--- src/rtl/fifo_pkg.sv ---
// Shared definitions for the FIFO read-side prefetch adapter.
//   occ_e          : buffer occupancy state (EMPTY/ONE/TWO)
//   PREFETCH_DEPTH : number of words the prefetch buffer can hold
//   occ_count      : converts an occupancy state into a 2-bit word count
package fifo_pkg;

  typedef enum logic [1:0] {
    EMPTY = 2'd0,
    ONE   = 2'd1,
    TWO   = 2'd2
  } occ_e;

  localparam int unsigned PREFETCH_DEPTH = 2;

  function automatic logic [1:0] occ_count(input occ_e occ);
    logic [1:0] cnt;
    case (occ)
      EMPTY:   cnt = 2'd0;
      ONE:     cnt = 2'd1;
      TWO:     cnt = 2'd2;
      default: cnt = 2'd0;
    endcase
    return cnt;
  endfunction

endpackage

--- src/rtl/fifo_rd_skid2.sv ---
// Two-entry register buffer with head pointer; the tail is derived from the
// head and the occupancy.
//   clk, rst_n   : clock, synchronous active-low reset
//   clr_i        : empties the buffer and rewinds the head (no write this cycle)
//   push_i       : write push_data_i into the tail entry
//   pop_i        : consume the head entry
//   head_data_o  : current head entry
//   occ_o        : occupancy state
module fifo_rd_skid2
  import fifo_pkg::*;
#(
  parameter int unsigned DATA_WIDTH = 8
) (
  input  logic                  clk,
  input  logic                  rst_n,
  input  logic                  clr_i,
  input  logic                  push_i,
  input  logic [DATA_WIDTH-1:0] push_data_i,
  input  logic                  pop_i,
  output logic [DATA_WIDTH-1:0] head_data_o,
  output occ_e                  occ_o
);

  occ_e                                          occ_q, occ_d;
  logic                                          head_q, head_d;
  logic [PREFETCH_DEPTH-1:0][DATA_WIDTH-1:0]     mem_q;
  logic                                          tail_s;
  logic                                          push_s;
  logic                                          pop_s;

  // A push into a full buffer or a pop from an empty one is ignored so a
  // misbehaving caller cannot corrupt the occupancy.
  assign push_s = push_i && (occ_q != TWO);
  assign pop_s  = pop_i && (occ_q != EMPTY);

  // With one word held the free slot is the one after the head; otherwise
  // (empty) the next write lands at the head itself.
  assign tail_s = head_q ^ (occ_q == ONE);

  // Next occupancy and head pointer.
  always_comb begin
    occ_d  = occ_q;
    head_d = head_q;
    if (clr_i) begin
      occ_d  = EMPTY;
      head_d = 1'b0;
    end else begin
      if (pop_s) begin
        head_d = ~head_q;
      end else begin
        head_d = head_q;
      end
      case (occ_q)
        EMPTY: begin
          if (push_s) occ_d = ONE;
          else        occ_d = EMPTY;
        end
        ONE: begin
          if (push_s && !pop_s)      occ_d = TWO;
          else if (!push_s && pop_s) occ_d = EMPTY;
          else                       occ_d = ONE;
        end
        TWO: begin
          if (pop_s) occ_d = ONE;
          else       occ_d = TWO;
        end
        default: occ_d = EMPTY;
      endcase
    end
  end

  // State and storage registers.
  always_ff @(posedge clk) begin
    if (!rst_n) begin
      occ_q  <= EMPTY;
      head_q <= 1'b0;
      mem_q  <= '0;
    end else begin
      occ_q  <= occ_d;
      head_q <= head_d;
      if (push_s && !clr_i) begin
        mem_q[tail_s] <= push_data_i;
      end
    end
  end

  assign head_data_o = mem_q[head_q];
  assign occ_o       = occ_q;

endmodule

--- src/rtl/fifo_rd_prefetch.sv ---
// Read-side prefetch adapter: turns a one-cycle-latency FIFO read port into a
// first-word-fall-through valid/ready stream, sustaining one word per cycle.
//   clk, rst_n    : clock, synchronous active-low reset
//   flush_i       : drop all buffered and in-flight words
//   fifo_empty_i  : upstream FIFO empty
//   fifo_ren_o    : upstream read strobe
//   fifo_rdata_i  : upstream data, valid one cycle after fifo_ren_o
//   rvalid_o      : head word available
//   rready_i      : consumer takes the head word
//   rdata_o       : head word
//   count_o       : words held in the buffer (in-flight word excluded)
module fifo_rd_prefetch
  import fifo_pkg::*;
#(
  parameter int unsigned DATA_WIDTH = 8
) (
  input  logic                  clk,
  input  logic                  rst_n,
  input  logic                  flush_i,
  input  logic                  fifo_empty_i,
  output logic                  fifo_ren_o,
  input  logic [DATA_WIDTH-1:0] fifo_rdata_i,
  output logic                  rvalid_o,
  input  logic                  rready_i,
  output logic [DATA_WIDTH-1:0] rdata_o,
  output logic [1:0]            count_o
);

  occ_e       occ_s;
  logic [1:0] occ_cnt_s;
  logic       inflight_q, inflight_d;
  logic       pop_s;
  logic       capture_s;
  logic [2:0] need_s;
  logic       ren_s;

  assign occ_cnt_s = occ_count(occ_s);
  assign rvalid_o  = (occ_s != EMPTY);
  assign count_o   = occ_cnt_s;
  assign pop_s     = rvalid_o && rready_i;

  // Words that will be held next cycle if no new read is issued. A pop only
  // happens with occ >= 1, so this never underflows.
  assign need_s = {1'b0, occ_cnt_s} + {2'b00, inflight_q} - {2'b00, pop_s};

  // Issue a read only if its word is guaranteed a slot on arrival; the pop
  // term gives rready_i a combinational path here, which is what lets the
  // stream run at one word per cycle.
  assign ren_s      = rst_n && !flush_i && !fifo_empty_i &&
                      (need_s < 3'(PREFETCH_DEPTH));
  assign fifo_ren_o = ren_s;

  // A word in flight during a flush is simply not captured.
  assign capture_s  = inflight_q && !flush_i;
  assign inflight_d = ren_s;

  // In-flight flag: the upstream read data is valid the cycle after the strobe.
  always_ff @(posedge clk) begin
    if (!rst_n) begin
      inflight_q <= 1'b0;
    end else begin
      inflight_q <= inflight_d;
    end
  end

  fifo_rd_skid2 #(
    .DATA_WIDTH (DATA_WIDTH)
  ) u_skid (
    .clk         (clk),
    .rst_n       (rst_n),
    .clr_i       (flush_i),
    .push_i      (capture_s),
    .push_data_i (fifo_rdata_i),
    .pop_i       (pop_s),
    .head_data_o (rdata_o),
    .occ_o       (occ_s)
  );

endmodule

--- config.mk ---
export PLATFORM = sky130hd
export DESIGN_NAME = fifo_rd_prefetch
export DESIGN_NICKNAME = d
export VERILOG_FILES = /design/src/rtl/fifo_pkg.sv /design/src/rtl/fifo_rd_skid2.sv /design/src/rtl/fifo_rd_prefetch.sv
export SDC_FILE = /design/constraint.sdc
export NUM_CORES = 1
export LEC_CHECK = 0
export BUFFER_PORTS_ARGS = -buffer_cell sky130_fd_sc_hd__buf_2
export CORE_UTILIZATION = 55
export DETAILED_ROUTE_END_ITERATION = 8
export PLACE_DENSITY = 0.82
export SLEW_MARGIN = 20
export SYNTH_ARGS = -nofsm -noshare
export SYNTH_HDL_FRONTEND = slang
export SYNTH_SLANG_ARGS = --single-unit
--- constraint.sdc ---
create_clock -name clk -period 4.3 [get_ports clk]
set_clock_uncertainty 0.2 [all_clocks]
set_input_delay 0.43 -clock clk [delete_from_list [all_inputs] [get_ports clk]]
set_output_delay 0.43 -clock clk [all_outputs]
set_load 0.005 [all_outputs]
==> flow_metrics.py, run 1 <==
metrics = {
    "clock_tree": {
        "cts_sinks": 20,
        "clock_latency_ns": 0.31,
        "cts-root-buf": "clkbuf_4",
        "clockBufferDepth": 2,
        "cts_resized": 0,
        "tritoncts": "built",
        "cts_buffers": 3,
        "clk_pin_slew_worst_paths_ns": 0.12,
        "postCtsSetupRepairBufs": 0,
        "htree_levels": 1,
        "cts_hold_buffers": 0,
    },
    "yosys": {
        "synthAdderAreaFrac": 0.0443,
        "synth_edf_count": 0,
        "synth_warnings": 0,
        "synth_cell_types": 28,
        "synthMuxAreaShare": 0.246,
        "synth_ff_type": "dfxtp_1",
        "synth_cells": 105,
        "syn_area_per_cell_um2": 9.68,
        "synth_top_family_by_area": "multiplexers",
        "synth-simple-area-share": 0.192,
        "postSynthRegisterBits": 20,
        "async_reset_ff_frac": 0,
        "netlist_area_um2": 1020,
        "syn-num-nets": 121,
        "synth_compound_area_frac": 0.0530,
        "ys_seq_area_frac": 0.394,
        "synth_xor_area_frac": 0.0259,
    },
    "pwr": {
        "power_density_nw_per_um2": 309,
        "leakagePower_nw": 0.563,
        "vdd_drop_max_v": 0.000394,
    },
    "worst_setup_path": {
        "rr_startpoint": "u_skid.occ_o[0]",
        "cp_data_arrival_time_ns": 2.67,
        "path_class": "flop to output port",
        "startpoint": "u_skid.occ_o[0]",
        "cp-end-kind": "output port",
        "critPathSlowestCell": "o21ai_0",
        "cpPeakStageDelay_ns": 0.43,
        "start_kind": "flop",
        "cp_max_fo": 7,
        "crit_chain": "o21ai_0 > inv_1 > ha_1 > nand2b_1 > fa_1 > xor2_1 > nor4b_1 > buf_2",
        "required_ns": 3.67,
    },
    "sta": {
        "fin_setup_tns_ns": 0,
        "rsz0062_at_grt": "no",
        "post-route-min-period_ns": 3.30,
        "relSlewSlack": 0.621,
        "fmaxAchievable_mhz": 303,
        "finalMaxSlewViolations": 0,
        "period_share": 0.768,
        "hold_viol": 0,
        "setup_violations": 0,
        "tightestPinTransition_ns": 0.567,
    },
    "routing": {
        "wl_per_cell_um": 13.4,
        "routed_wl_mm": 2.05,
        "ant_nets": 0,
        "via_per_inst": 5.31,
        "drt_iter0_drc": 15,
        "drtPass1Iterations": 4,
        "vias": 812,
        "drc_errors": 0,
    },
    "finish": {
        "fin_util": 0.689,
        "drive_gt1_frac": 0.305,
        "final_cells": 153,
        "nets": 145,
        "fill_cells": 148,
        "multi_input_area_um2": 571,
        "areaGrowthSynthToFinish_pct": 17.1,
        "n_antenna_cell": 0,
        "regArea_um2": 400,
    },
    "hold_path": {
        "hold_path_class": "primary input to flop",
        "min-delay-start": "fifo_empty_i",
    },
    "grt": {
        "grt_pass1_vias": 736,
        "track_usage": 0.220,
        "gr-total-overflow": 0,
        "grt_max_degree": 26,
        "antenna_found_initial": 0,
        "grt_first_pass_wirelength_mm": 3.16,
    },
    "status": {
        "status": "complete, no violations",
    },
    "floorplanning": {
        "core-area_um2": 1730,
        "rows": 15,
        "ios": 25,
        "start_util": 0.588,
        "dieHeight_um": 45.0,
        "die_x_um": 45.0,
        "die_area_um2": 2020,
    },
    "placement": {
        "globalplace.congestion": 0.761,
        "portBuffers": 24,
        "dp_hpwl_mm": 1.42,
        "dp_cells": 149,
    },
    "run": {
        "max_cap_viol_count": 0,
    },
}
-- worst max-delay path: cells and delay by family, from the launching register on --
family	cells	cell delay [ns]
AO/OA/AOI/OAI	1	0.43
buffers and inverters	2	0.26
AND/OR/NAND/NOR	2	0.45
flip-flops	1	0.38
adder cells (fa/ha/maj)	2	0.66
XOR/XNOR	1	0.19
-- synthesized netlist by cell type (2+ instances only) --
cell,instances,area share
clkbuf_1,3,0.011
dfxtp_1,20,0.39
ha_1,2,0.025
inv_1,4,0.015
mux2_2,8,0.089
mux2i_1,16,0.16
nand2_1,26,0.096
nand2b_1,2,0.012
nor2_1,2,0.0074
nor2b_1,2,0.012
nor4b_1,2,0.017
xor2_1,2,0.017
-- metal layers --
| layer | track usage | up-vias | wire length (um) |
|---|---|---|---|
| met5 | 0 | - | 0 |
| met4 | 0.0545 | 0 | 12 |
| met3 | 0.0720 | 2 | 88 |
| met2 | 0.423 | 21 | 1080 |
| met1 | 0.224 | 390 | 876 |
| li1 | - | 399 | - |
-- state kept, by name (all words and copies together), names as in the netlist --
signal / count
inflight_q: 1
u_skid.head_q: 1
u_skid.occ_o: 2
u_skid.mem_q: 16
-- per-stage QoR --
stage               hold slack, ns  power (mW)  cell area, um2  setup WS, ns
floorplan                    0.231       0.208            1020          1.64
global placement             0.240       0.217            1140          1.50
detailed placement           0.253       0.218            1140          1.38
CTS                         0.0859       0.371            1190         0.979
global route                0.0796       0.382            1190         0.829
finish                       0.110       0.367            1190         0.998
-- power by group --
part	switching, mW	total, mW	internal (mW)
logic	0.0135	0.0253	0.0118
registers	0.00184	0.189	0.187
clock network	0.0583	0.153	0.0943
-- final timing paths --
kind                            slack (ns)  cells after the start              end
worst max-delay path                   1.0                      8       fifo_ren_o
worst min-delay path                  0.11                      2       inflight_q
worst max register to register        1.74                      7       inflight_q
worst min register to register        0.27                      2  u_skid.mem_q[6]
-- layout by cell type (no fill, tap or decap), drive strengths merged --
master | netlist | final
nand2 | 26 | 26
buf | 2 | 24
dfxtp | 20 | 20
mux2i | 16 | 16
mux2 | 8 | 8
inv | 4 | 4
clkbuf | 3 | 3
nor2b | 2 | 2
nand2b | 2 | 2
xor2 | 2 | 2
nor4b | 2 | 2
nor2 | 2 | 2
ha | 2 | 2
or3b | 2 | 2
o21ai | 1 | 1
nor3 | 1 | 1
or2 | 1 | 1
a21o | 1 | 1
a21oi | 1 | 1
nand3b | 1 | 1
nand4bb | 1 | 1
o22ai | 1 | 1
a22oi | 1 | 1
o22a | 1 | 1
xnor2 | 1 | 1
fa | 1 | 1
bufinv | 0 | 1
-- cells by family after synthesis --
family / count (synthesis)
compound gates: 6
fa+ha+maj: 3
buf+inv: 9
simple gates: 40
xor+xnor: 3
mux: 24
flops: 20
-- layout make-up --
| cell class | instances | share of cell area |
|---|---|---|
| timing repair buffer | 24 | 0.101 |
| sequential | 20 | 0.336 |
| multi-input combinational | 76 | 0.479 |
| clock inverter | 1 | 0.0252 |
| clock buffer | 3 | 0.0189 |
| inverter | 4 | 0.0126 |
| tap | 25 | 0.0263 |
Note: power is estimated with default switching activity, not from simulation.
==> run 2: changes to the inputs <==
--- a/config.mk
+++ b/config.mk
@@ -6,9 +6,9 @@
 export NUM_CORES = 1
 export LEC_CHECK = 0
 export BUFFER_PORTS_ARGS = -buffer_cell sky130_fd_sc_hd__buf_2
-export CORE_UTILIZATION = 55
+export CORE_UTILIZATION = 46
 export DETAILED_ROUTE_END_ITERATION = 8
-export PLACE_DENSITY = 0.82
+export PLACE_DENSITY = 0.73
 export SLEW_MARGIN = 20
 export SYNTH_ARGS = -nofsm -noshare
 export SYNTH_HDL_FRONTEND = slang
==> constraint.sdc (replaced) <==
create_clock -name clk -period 3 [get_ports clk]
set_clock_uncertainty 0.2 [all_clocks]
set_input_delay 0.3 -clock clk [delete_from_list [all_inputs] [get_ports clk]]
set_output_delay 0.3 -clock clk [all_outputs]
set_load 0.005 [all_outputs]
==> run 2 against run 1 <==
Wire length fell by 2.9%. Critical endpoint unchanged. Final cell count increased by 2.6%. Sequential share of layout area down 0.072 points. Flip-flop and latch count is the same. Clock-buffer cell count up 1. Hold slack worse by 0.047 ns. First-iteration DRC count shrank 40%. Register-to-register slack got worse by 0.88 ns. Sequential power is 43% higher. Critical path depth did not move. Final area is 0.84% higher.
==> flow_metrics.py, run 2 (synthesis results as in run 1) <==
metrics = {
    "status": {
        "status": "complete, no violations",
    },
    "worst_setup_path": {
        "startpoint": "u_skid.occ_o[0]",
        "cp_data_arrival_time_ns": 2.37,
        "r2r-end": "inflight_q",
        "r2r_slack_ns": 0.86,
        "start_kind": "flop",
        "critPathCapture": "fifo_ren_o",
        "path_class": "flop to output port",
        "rr_startpoint": "u_skid.occ_o[0]",
        "required_ns": 2.50,
        "worst-r2r-cell-count": 7,
        "cp_max_fo": 7,
        "cp-end-kind": "output port",
    },
    "sta": {
        "rsz0062_at_grt": "no",
        "fin_setup_tns_ns": 0,
        "period_share": 0.955,
        "post-route-min-period_ns": 2.87,
        "finalMaxSlewViolations": 0,
        "tightestPinTransition_ns": 0.570,
        "hold_viol": 0,
        "relSlewSlack": 0.620,
        "fmaxAchievable_mhz": 349,
        "setup_violations": 0,
    },
    "routing": {
        "wl_per_cell_um": 12.7,
        "drtPass1Iterations": 4,
        "drc_errors": 0,
        "via_per_inst": 5.16,
        "ant_nets": 0,
        "drt_iter0_drc": 9,
        "vias": 810,
        "routed_wl_mm": 1.99,
    },
    "clock_tree": {
        "cts_buffers": 3,
        "clock_latency_ns": 0.30,
        "clockBufferDepth": 2,
        "clk_pin_slew_worst_paths_ns": 0.11,
        "tritoncts": "built",
        "cts_sinks": 20,
        "postCtsSetupRepairBufs": 0,
        "htree_levels": 1,
        "cts-root-buf": "clkbuf_4",
    },
    "floorplanning": {
        "die_area_um2": 2400,
        "ios": 25,
        "rows": 16,
        "core-area_um2": 2020,
        "die_x_um": 49.0,
        "dieHeight_um": 49.0,
        "start_util": 0.502,
    },
    "pwr": {
        "combPwrFrac": 0.081,
        "power_frac_seq": 0.586,
        "leakagePower_nw": 0.565,
        "switching_share": 0.220,
        "internal_power_mw": 0.361,
        "clkPwrFrac": 0.332,
        "power_mw": 0.462,
        "switchingPower_mw": 0.102,
        "power_density_nw_per_um2": 385,
        "vdd_drop_max_v": 0.000384,
    },
    "run": {
        "max_cap_viol_count": 0,
    },
    "finish": {
        "layout_common_cells": "nand2_1 (26), buf_2 (24), dfxtp_1 (18)",
        "largest-register": "u_skid.mem_q",
        "n_antenna_cell": 0,
        "nets": 147,
        "fin_util": 0.593,
        "drive_gt1_frac": 0.331,
        "largest_reg_flops": 16,
        "areaGrowthSynthToFinish_pct": 18.1,
        "final_cells": 157,
        "fill_cells": 189,
        "fin_area_um2": 1200,
        "final_common_cell": "nand2_1",
    },
    "grt": {
        "gr-total-overflow": 0,
        "grt_first_pass_wirelength_mm": 3.39,
        "grt_pass1_vias": 804,
        "track_usage": 0.185,
        "antenna_found_initial": 0,
        "grt_max_degree": 26,
    },
    "placement": {
        "place_area_um2": 1150,
        "portBuffers": 24,
        "dp_cells": 152,
        "globalplace.congestion": 0.704,
        "dp_hpwl_mm": 1.49,
    },
    "hold_path": {
        "hold_path_class": "primary input to flop",
    },
}
-- run 2: timing repair --
| action | 4_1_cts | 5_1_grt |
|---|---|---|
| resized for setup | 0 | 4 |
| hold buffers | 1 | 0 |
| endpoints found under the setup margin | 0 | 1 |
| hold endpoints to repair | 1 | 0 |
-- run 2: per-layer routing --
| layer | vias up | global-route usage | wire, um |
|---|---|---|---|
| met2 | 23 | 0.352 | 977 |
| met3 | 2 | 0.0592 | 97 |
| li1 | 405 | - | - |
| met4 | 0 | 0.0392 | 7 |
| met1 | 380 | 0.197 | 911 |
| met5 | - | 0 | 0 |
-- run 2: stage by stage --
stage          setup WS, ns  hold WS (ns)
2_1_floorplan         0.468         0.177
3_3_place_gp          0.481         0.238
3_5_place_dp          0.378         0.253
4_1_cts              0.0299        0.0512
5_1_grt              0.0177        0.0595
6_report              0.134        0.0621
-- run 2: final cells by class --
cell class / instances / area, um2 / share of cell area
Inverter: 4 / 15.0 / 0.0125
Sequential cell: 20 / 403 / 0.336
Multi-Input combinational cell: 76 / 574 / 0.479
Tap cell: 27 / 33.8 / 0.0282
Clock buffer: 4 / 36.3 / 0.0302
Timing Repair Buffer: 26 / 138 / 0.115
-- run 2: power by group through the flow --
stage	Combinational (mW)	Clock [mW]	Sequential, mW
after CTS	0.0373	0.160	0.271
after floorplan	0.0221	0	0.276
final	0.0375	0.154	0.271
after detailed placement	0.0361	0	0.277
after global routing	0.0411	0.170	0.272
after global placement	0.0342	0	0.277
-- run 2: how the worst min path moves through the flow --
stage / start / endpoint / slack, ns / cells past startpoint
finish: fifo_rdata_i[2] / u_skid.mem_q[2] / 0.06 / 3
global route: fifo_rdata_i[3] / u_skid.mem_q[3] / 0.06 / 3
floorplan: fifo_empty_i / inflight_q / 0.18 / 1
CTS: fifo_rdata_i[3] / u_skid.mem_q[11] / 0.05 / 3
detailed placement: u_skid.mem_q[15] / u_skid.mem_q[15] / 0.25 / 2
global placement: u_skid.mem_q[9] / u_skid.mem_q[9] / 0.24 / 2
-- run 2: worst max-delay path, cell delays in order (launching register included) --
cell and delay, ns:
dfxtp_2 0.37, o21ai_2 0.15, inv_1 0.06, ha_1 0.25
nand2b_1 0.16, fa_1 0.39, xor2_1 0.19, nor4b_1 0.33
buf_2 0.17
